### config.mk
export PLATFORM = sky130hd
export DESIGN_NAME = sc_reg_scroll_bank
export DESIGN_NICKNAME = d
export VERILOG_FILES = /design/src/rtl/sc_regscroll_pkg.sv /design/src/rtl/sc_regscroll_row.sv /design/src/rtl/sc_reg_scroll_bank.sv
export SDC_FILE = /design/constraint.sdc
export NUM_CORES = 1
export LEC_CHECK = 0
export BUFFER_PORTS_ARGS = -buffer_cell sky130_fd_sc_hd__buf_2
export CAP_MARGIN = 10
export CORE_MARGIN = 2
export CORE_UTILIZATION = 60
export CTS_BUF_LIST = sky130_fd_sc_hd__clkbuf_16
export DETAILED_ROUTE_END_ITERATION = 10
export PLACE_DENSITY = 0.81
export SLEW_MARGIN = 5
export SYNTH_ARGS = -nofsm -noshare
export SYNTH_HDL_FRONTEND = slang
export SYNTH_SLANG_ARGS = --single-unit
### constraint.sdc
create_clock -name SC_RegSCROLL_CLOCK_50 -period 4.75 [get_ports SC_RegSCROLL_CLOCK_50]
set_clock_uncertainty 0.1 [all_clocks]
set_input_delay 0.475 -clock SC_RegSCROLL_CLOCK_50 [delete_from_list [all_inputs] [get_ports SC_RegSCROLL_CLOCK_50]]
set_output_delay 0.475 -clock SC_RegSCROLL_CLOCK_50 [all_outputs]
set_load 0.05 [all_outputs]
### src/rtl/sc_regscroll_pkg.sv
// rtl/sc_regscroll_pkg.sv - operation encodings shared by the scroll bank and its bench
package sc_regscroll_pkg;

    localparam logic [1:0] OP_HOLD   = 2'b00;
    localparam logic [1:0] OP_WRITE  = 2'b01;
    localparam logic [1:0] OP_SCROLL = 2'b10;
    localparam logic [1:0] OP_ROTATE = 2'b11;

endpackage

### src/rtl/sc_regscroll_row.sv
// rtl/sc_regscroll_row.sv - one bank row: sync reset, clear, load-enable, data/previous-row mux
module sc_regscroll_row #(
    parameter int REG_WIDTH = 8
) (
    input  logic                 clk_i,
    input  logic                 resetn_i,
    input  logic                 clear_i,
    input  logic                 load_i,
    input  logic                 sel_data_i,
    input  logic [REG_WIDTH-1:0] data_i,
    input  logic [REG_WIDTH-1:0] prev_i,
    output logic [REG_WIDTH-1:0] q_o
);

    logic [REG_WIDTH-1:0] row_q;
    logic [REG_WIDTH-1:0] row_d;

    // Next value is either external data (write / new row 0) or the neighbouring row (shift)
    always_comb begin
        row_d = sel_data_i ? data_i : prev_i;
    end

    // Row storage; reset and clear both zero the row and win over a load
    always_ff @(posedge clk_i) begin
        if (!resetn_i) begin
            row_q <= '0;
        end else if (clear_i) begin
            row_q <= '0;
        end else if (load_i) begin
            row_q <= row_d;
        end
    end

    assign q_o = row_q;

endmodule

### src/rtl/sc_reg_scroll_bank.sv
// rtl/sc_reg_scroll_bank.sv - scrolling register bank top; op 11 rotates only with SC_REGSCROLL_ROTATE_EN
module sc_reg_scroll_bank
    import sc_regscroll_pkg::*;
#(
    parameter int REG_WIDTH  = 8,
    parameter int REG_DEPTH  = 8,
    parameter int ADDR_WIDTH = 3,
    parameter int CNT_WIDTH  = 8
) (
    input  logic                  SC_RegSCROLL_CLOCK_50,
    input  logic                  SC_RegSCROLL_RESET_InLow,
    input  logic                  SC_RegSCROLL_clear_InHigh,
    input  logic [1:0]            SC_RegSCROLL_op_InBUS,
    input  logic [ADDR_WIDTH-1:0] SC_RegSCROLL_wraddr_InBUS,
    input  logic [REG_WIDTH-1:0]  SC_RegSCROLL_data_InBUS,
    input  logic [ADDR_WIDTH-1:0] SC_RegSCROLL_rdaddr_InBUS,
    output logic [REG_WIDTH-1:0]  SC_RegSCROLL_rddata_OutBUS,
    output logic [REG_WIDTH-1:0]  SC_RegSCROLL_spill_OutBUS,
    output logic                  SC_RegSCROLL_spill_valid_OutHigh,
    output logic [CNT_WIDTH-1:0]  SC_RegSCROLL_count_OutBUS
);

    logic                 op_write;
    logic                 op_scroll;
    logic                 op_rotate_raw;
    logic                 op_rotate;
    logic                 row_load   [REG_DEPTH];
    logic                 row_sel    [REG_DEPTH];
    logic [REG_WIDTH-1:0] row_vals   [REG_DEPTH];
    logic [REG_WIDTH-1:0] rddata_d;
    logic [REG_WIDTH-1:0] rddata_q;
    logic [REG_WIDTH-1:0] spill_q;
    logic                 spill_valid_q;
    logic [CNT_WIDTH-1:0] count_q;

    // Decode the operation code into one-hot strobes
    always_comb begin
        op_write      = 1'b0;
        op_scroll     = 1'b0;
        op_rotate_raw = 1'b0;
        case (SC_RegSCROLL_op_InBUS)
            OP_HOLD:   ;
            OP_WRITE:  op_write      = 1'b1;
            OP_SCROLL: op_scroll     = 1'b1;
            OP_ROTATE: op_rotate_raw = 1'b1;
            default:   ;
        endcase
    end

`ifdef SC_REGSCROLL_ROTATE_EN
    assign op_rotate = op_rotate_raw;
`else
    // Without rotate support op 11 degenerates to hold
    logic unused_rotate;
    assign unused_rotate = op_rotate_raw;
    assign op_rotate     = 1'b0;
`endif

    // Per-row load enables and source selects; out-of-range write addresses match no row
    always_comb begin
        for (int i = 0; i < REG_DEPTH; i++) begin
            row_load[i] = op_scroll | op_rotate |
                          (op_write && (SC_RegSCROLL_wraddr_InBUS == ADDR_WIDTH'(i)));
            row_sel[i]  = op_write | ((i == 0) && op_scroll);
        end
    end

    // Row chain: row 0's shift source is the last row, which gives rotate for free
    for (genvar g = 0; g < REG_DEPTH; g++) begin : g_row
        logic [REG_WIDTH-1:0] prev;
        if (g == 0) begin : g_first
            assign prev = row_vals[REG_DEPTH-1];
        end else begin : g_rest
            assign prev = row_vals[g-1];
        end
        sc_regscroll_row #(
            .REG_WIDTH (REG_WIDTH)
        ) u_row (
            .clk_i      (SC_RegSCROLL_CLOCK_50),
            .resetn_i   (SC_RegSCROLL_RESET_InLow),
            .clear_i    (SC_RegSCROLL_clear_InHigh),
            .load_i     (row_load[g]),
            .sel_data_i (row_sel[g]),
            .data_i     (SC_RegSCROLL_data_InBUS),
            .prev_i     (prev),
            .q_o        (row_vals[g])
        );
    end

    // Read mux over pre-edge row contents; unmapped addresses read as zero
    always_comb begin
        rddata_d = '0;
        for (int i = 0; i < REG_DEPTH; i++) begin
            if (SC_RegSCROLL_rdaddr_InBUS == ADDR_WIDTH'(i)) begin
                rddata_d = row_vals[i];
            end
        end
    end

    // Read data, spill row, spill strobe and scroll counter; clear leaves the last spill visible
    always_ff @(posedge SC_RegSCROLL_CLOCK_50) begin
        if (!SC_RegSCROLL_RESET_InLow) begin
            rddata_q      <= '0;
            spill_q       <= '0;
            spill_valid_q <= 1'b0;
            count_q       <= '0;
        end else if (SC_RegSCROLL_clear_InHigh) begin
            rddata_q      <= '0;
            spill_valid_q <= 1'b0;
            count_q       <= '0;
        end else begin
            rddata_q      <= rddata_d;
            spill_valid_q <= op_scroll;
            if (op_scroll) begin
                spill_q <= row_vals[REG_DEPTH-1];
            end
            if (op_scroll || op_rotate) begin
                count_q <= count_q + CNT_WIDTH'(1);
            end
        end
    end

    assign SC_RegSCROLL_rddata_OutBUS       = rddata_q;
    assign SC_RegSCROLL_spill_OutBUS        = spill_q;
    assign SC_RegSCROLL_spill_valid_OutHigh = spill_valid_q;
    assign SC_RegSCROLL_count_OutBUS        = count_q;

endmodule

==> impl_metrics.ini, run 1 <==
[status]
status = finished clean

[critical_path]
critPathKind = in -> reg
critPathMaxFanout = 37
worstRegToRegCells = 3
critPathLaunchType = primary input
cpMaxStageDelayCell = ha_2
path_cells = buf_2 > inv_1 > ha_2 > buf_4 > nand2_1 > o21ai_0 > nor2_1 > a211oi_1
arrival_ps = 2290
required_ps = 4890
cp.depth = 8
cpPeakStageDelay_ps = 540
crit_family = buffers and inverters
endpoint_kind = flip-flop
crit_buf_inv = 3

[detailed_routing]
ant_nets = 0
avgRoutedWirePerCell_um = 16.4
drc = 0
vias = 3878
via_per_inst = 5.95
first_pass_iters = 6
wl_mm = 10.7
drt_iter0_drc = 263

[cells_and_area]
drive_gt1_share_pct = 12.9
nFillCells = 574
diodes = 0
regArea_um2 = 1780
nNetsFinal = 573
stdcell_count = 652
multi_input_area_um2 = 2200
stdcell_area_um2 = 4810
area_growth_pct = 11.2

[cts]
clock_latency_ps = 330
clock_path_buffers = 2
root_buffer = clkbuf_16
htreeDepth = 3
post-cts-setup-buffers = 0
ctsResizeCount = 0
cts_buffers = 9
cts.clk_slew.worst_paths_ps = 60
cts_tree = done
cts_hold_buf = 0
clkSinkCount = 89

[sta]
fin_hold_ws_ps = 364
setup_violations = 0
period_share_pct = 45.2
slew_headroom_pct = 40.8
fin_crit_ps = 2150
grt_setup_unrepaired = no
final-hold-violation-count = 0
finalMaxSlewViolations = 0
max_freq_mhz = 466
tightestPinTransition_ps = 886
fin_setup_tns_ps = 0

[placement]
port_buffers = 43
hpwl_mm = 6.98
place_congestion = 0.858
postPlaceCellArea_um2 = 4530
place_inst = 636

[synth]
postSynthCellCount = 531
synth_edf_count = 0
synthesis.nets = 553
synth_seq_cells = 89
synth_area_um2 = 4330
ys.flop_type = dfxtp_1
syn_avg_cell_area_um2 = 8.15
ys_types = 41
yosysSeqAreaShare_pct = 41.2
synth_top_area_cell = dfxtp_1
synthTopCellsByArea = dfxtp_1 41%, a211oi_1 8.5%, nor2_1 6.6%
synthArstFlopShare_pct = 0
synth_top_area_share_pct = 41.2
synth_commonest_cells = 89 x dfxtp_1, 76 x nor2_1, 53 x o21ai_0
yosys_warnings = 0
synth_most_common_cell = dfxtp_1

[power_and_ir_drop]
p_sw_mw = 0.429
seq_power_share_pct = 46.8
pwr-share-clk_pct = 40.9
finalPower_mw = 1.67
p_leak_nw = 1.83
power_frac_comb_pct = 12.3
vdd_drop_max_v = 0.000248
power_density_nw_per_um2 = 346
switching_share_pct = 25.7
intPower_mw = 1.24

[floorplanning]
die_x_um = 88.9
die_y_um = 88.9
dieArea_um2 = 7910
ios = 44
initial_core_util_pct = 63.0
core_um2 = 6870
rows = 30

[global_routing]
grt_overflow = 0
grt_pass1_wl_mm = 17.6
track_usage_pct = 28.6
grt_max_degree = 52
grt_pass1_vias = 3662
antenna_found_initial = 0

[min_path]
hold_depth = 2
hp-class = reg -> reg

[job]
cap_violations = 0
==> final timing paths <==
| path | startpoint | endpoint | slack (ps) |
|---|---|---|---|
| worst max register to register | SC_RegSCROLL_count_OutBUS[2] | SC_RegSCROLL_count_OutBUS[7] | 3410 |
| worst max-delay path | SC_RegSCROLL_op_InBUS[1] | g_row[2].u_row.q_o[1] | 2600 |
| worst min register to register | SC_RegSCROLL_spill_OutBUS[7] | SC_RegSCROLL_spill_OutBUS[7] | 360 |
| worst min-delay path | SC_RegSCROLL_spill_OutBUS[7] | SC_RegSCROLL_spill_OutBUS[7] | 360 |
==> flip-flops by register name, indices dropped and copies added, names as in the netlist <==
name and count:
g_row.u_row.q_o 64, SC_RegSCROLL_rddata_OutBUS 8, SC_RegSCROLL_count_OutBUS 8, SC_RegSCROLL_spill_OutBUS 8, SC_RegSCROLL_spill_valid_OutHigh 1
==> cell families (layout without fill, tap and decap cells) <==
group | Yosys count | after routing | share of synthesized area, %
muxes | 23 | 23 | 5.61
adders and majority gates | 3 | 3 | 0.867
xor gates and xnor gates | 5 | 5 | 1.01
DFF | 89 | 89 | 41.2
and+or+nand+nor | 153 | 153 | 15.6
AOI/OAI and AO/OA | 171 | 171 | 27.6
buffers and inverters | 87 | 112 | 8.12
==> final cells by class <==
type / instances / area share [%]
clock buffer: 9 / 4.68
clock inverter: 7 / 1.30
inverter: 50 / 3.90
multi-input combinational: 355 / 45.7
sequential: 89 / 37.0
tap: 96 / 2.49
timing repair buffer: 46 / 4.94
==> metal layers <==
metal  vias up  global-route usage [%]  share of wire, %
met2       164                    46.7                47
met5         -                       0                 0
met4         0                    10.6               1.9
met3        22                    6.37               8.3
li1       1883                       -                 -
met1      1809                    37.4                43
==> power by group through the flow <==
stage               combinational [mW]  sequential [mW]  clock [mW]
global placement                 0.197            0.796           0
detailed placement               0.200            0.796           0
global route                     0.225            0.782       0.729
finish                           0.205            0.780       0.682
CTS                              0.202            0.780       0.692
floorplan                        0.143            0.804           0
==> metrics by stage <==
step | setup WS [ps] | util [%]
3_3_place_gp | 2360 | 65.9
6_report | 2600 | 70.1
5_1_grt | 2390 | 70.1
3_5_place_dp | 2300 | 65.9
4_1_cts | 2640 | 70.1
2_1_floorplan | 2890 | -
==> cell usage in the layout (no fill, tap or decap), types with 7 or more instances in the layout <==
master	count
nand2_1	38
o22ai_1	7
o21ai_0	53
a21oi_1	13
a2bb2oi_1	7
inv_1	51
a311oi_1	8
clkbuf_16	9
a211oi_1	49
mux2i_1	22
nand2b_1	18
dfxtp_1	89
nor2b_1	7
buf_2	43
a21boi_0	8
nor2_1	76
==> tightest hold or removal path, stage by stage, from the launching register on <==
cell and delay [ps]:
dfxtp_1 310, nand2_1 50, a21boi_0 60
Note: power is estimated with default switching activity, not from simulation.
==> run 2: changes to the inputs <==
ABC_AREA = 1   (was not set)
CORE_UTILIZATION = 53   (was 60)
PLACE_DENSITY = 0.76   (was 0.81)
clock period = 1.9 ns   (was 4.75 ns; I/O delays follow)
==> run 2 against run 1 <==
  * Clock power grew to 2.6 times the previous value
  * Sequential share of layout area is 0.38 points higher
  * Setup slack worse by 2200 ps
  * Flip-flop and latch count stayed put
  * Worst hold slack worse by 300 ps
  * Clock-buffer cell count stayed put
  * Synthesized area is 2.3% lower
  * Core utilization is 8.4 points lower
  * Largest power group unchanged
==> impl_metrics.ini, run 2 <==
[status]
status = finished clean

[cells_and_area]
diodes = 0
layout_commonest_cell = nand2_1
largest_register_ffs = 64
nFillCells = 703
regArea_um2 = 1780
multi_input_area_um2 = 1970
mostFrequentLayoutCells = 111 x nand2_1, 89 x dfxtp_1, 62 x o21ai_0
stdcell_area_um2 = 4770
nNetsFinal = 636
area_growth_pct = 12.7
drive_gt1_share_pct = 17.8

[floorplanning]
ios = 44
rows = 32
core_um2 = 7730
dieArea_um2 = 8710
initial_core_util_pct = 54.7
die_x_um = 93.3
die_y_um = 93.3

[sta]
fin_setup_tns_ps = 0
finalMaxSlewViolations = 0
tightestPinTransition_ps = 427
final-hold-violation-count = 0
max_freq_mhz = 674
setup_violations = 0
fin_crit_ps = 1480
grt_setup_unrepaired = no
period_share_pct = 78.1
slew_headroom_pct = 71.5

[synth]
ys_types = 29
yosysSeqAreaShare_pct = 42.1
synthXorXnorAreaFrac_pct = 0
synth_seq_cells = 89
synthSimpleGateAreaFrac_pct = 21.8
synth_top_area_cell = dfxtp_1
synth_compound_area_share_pct = 23.9
syn_avg_cell_area_um2 = 7.32
synth_top_family_by_area = compound AO/OA/AOI/OAI gates
synthTopCellsByArea = dfxtp_1 42%, nand2_1 9.9%, o21ai_0 7.3%
postSynthCellCount = 578
synthArstFlopShare_pct = 0
synthesis.nets = 600
synth_adder_area_share_pct = 0.888
synth_most_common_cell = nand2_1
ys.flop_type = dfxtp_1
synth_commonest_cells = 111 x nand2_1, 89 x dfxtp_1, 62 x o21ai_0
synth_edf_count = 0
synthMuxAreaShare_pct = 0
yosys_warnings = 0
synth_top_area_share_pct = 42.1
synth_area_um2 = 4230

[placement]
postPlaceCellArea_um2 = 4470
place_congestion = 0.980
port_buffers = 43
hpwl_mm = 7.91

[global_routing]
met1_usage_pct = 36.2
use_met3_pct = 3.46
busiest_layer = met2
track_usage_pct = 26.8
grt_overflow = 0
antenna_found_initial = 0
grt_pass1_wl_mm = 18.3
grt_max_degree = 56
grtUsageMet2_pct = 43.0
grt_pass1_vias = 3733

[power_and_ir_drop]
power_density_nw_per_um2 = 885
p_leak_nw = 1.92
vdd_drop_max_v = 0.000488

[detailed_routing]
drc = 0
first_pass_iters = 5
via_per_inst = 5.72
ant_nets = 0
wl_mm = 11.1
drt_iter0_drc = 336
vias = 4122
avgRoutedWirePerCell_um = 15.4

[cts]
cts_hold_buf = 0
post-cts-setup-buffers = 0
root_buffer = clkbuf_16
htreeDepth = 3
cts_buffers = 9
ctsResizeCount = 0
clock_latency_ps = 340
clkSinkCount = 89
cts.clk_slew.worst_paths_ps = 70
clock_path_buffers = 2
cts_tree = done

[critical_path]
arrival_ps = 1610
critPathMaxFanout = 5
critPathKind = reg -> reg
critPathLaunchType = flip-flop
required_ps = 2020
endpoint_kind = flip-flop

[job]
cap_violations = 0

[min_path]
hp-class = in -> reg
==> run 2: changes by cell type in the layout (fill, tap and decap cells not counted), moves of 22 or more <==
cell,change
a31oi_1,+46
a21oi_1,+38
nand2_1,+73
mux2i_1,-22
nor2_1,-29
a211oi_1,-49
==> run 2: cell families (layout without fill, tap and decap cells) <==
kind of cell	Yosys count	after routing
adders and majority gates	3	3
and+or+nand+nor	201	201
AOI/OAI and AO/OA	186	186
buffers and inverters	99	140
DFF	89	89
==> run 2: cell type report <==
cell class	count	share of cell area [%]
tap	102	2.68
clock buffer	9	4.73
sequential	89	37.4
timing repair buffer	56	6.83
multi-input combinational	390	41.3
clock inverter	7	1.47
inverter	68	5.57
==> run 2: stage by stage <==
stage          total power, mW  util (%)  setup slack (ps)  std cells  hold slack [ps]
6_report                  4.22      61.7               416        721             60.7
5_1_grt                   4.38      61.7               300        721             67.8
4_1_cts                   4.22      61.7               412        721             63.0
3_5_place_dp              2.48      57.9               202        705              353
3_3_place_gp              2.47      57.9               232        705              345
2_1_floorplan             2.36         -               207        578              226
==> run 2: worst paths after layout <==
kind,from,endpoint,slack [ps],cells after the start
min reg2reg,g_row[4].u_row.q_o[3],g_row[4].u_row.q_o[3],360,2
min,SC_RegSCROLL_RESET_InLow,SC_RegSCROLL_spill_OutBUS[2],60,3
max,SC_RegSCROLL_count_OutBUS[0],SC_RegSCROLL_count_OutBUS[6],420,6
max reg2reg,SC_RegSCROLL_count_OutBUS[0],SC_RegSCROLL_count_OutBUS[6],420,6
==> run 2: critical path: stages, from the launching register on <==
cell and delay [ps]:
dfxtp_1 420, ha_1 230, nand3_2 90, nor2_1 160, nand2_1 110, nor3b_2 200
nor3_2 60
==> run 2: power breakdown <==
part / internal (mW) / switching, mW / leakage, nW
clock: 1.02 / 0.749 / 0.139
combinational: 0.136 / 0.345 / 1.06
sequential: 1.93 / 0.0444 / 0.724
total: 3.08 / 1.14 / 1.92
==> run 2: per-layer routing <==
layer / wire length [um] / vias up
met1: 4770 / 1892
li1: - / 2018
met2: 5100 / 190
met3: 937 / 22
met4: 289 / 0
met5: 0 / -
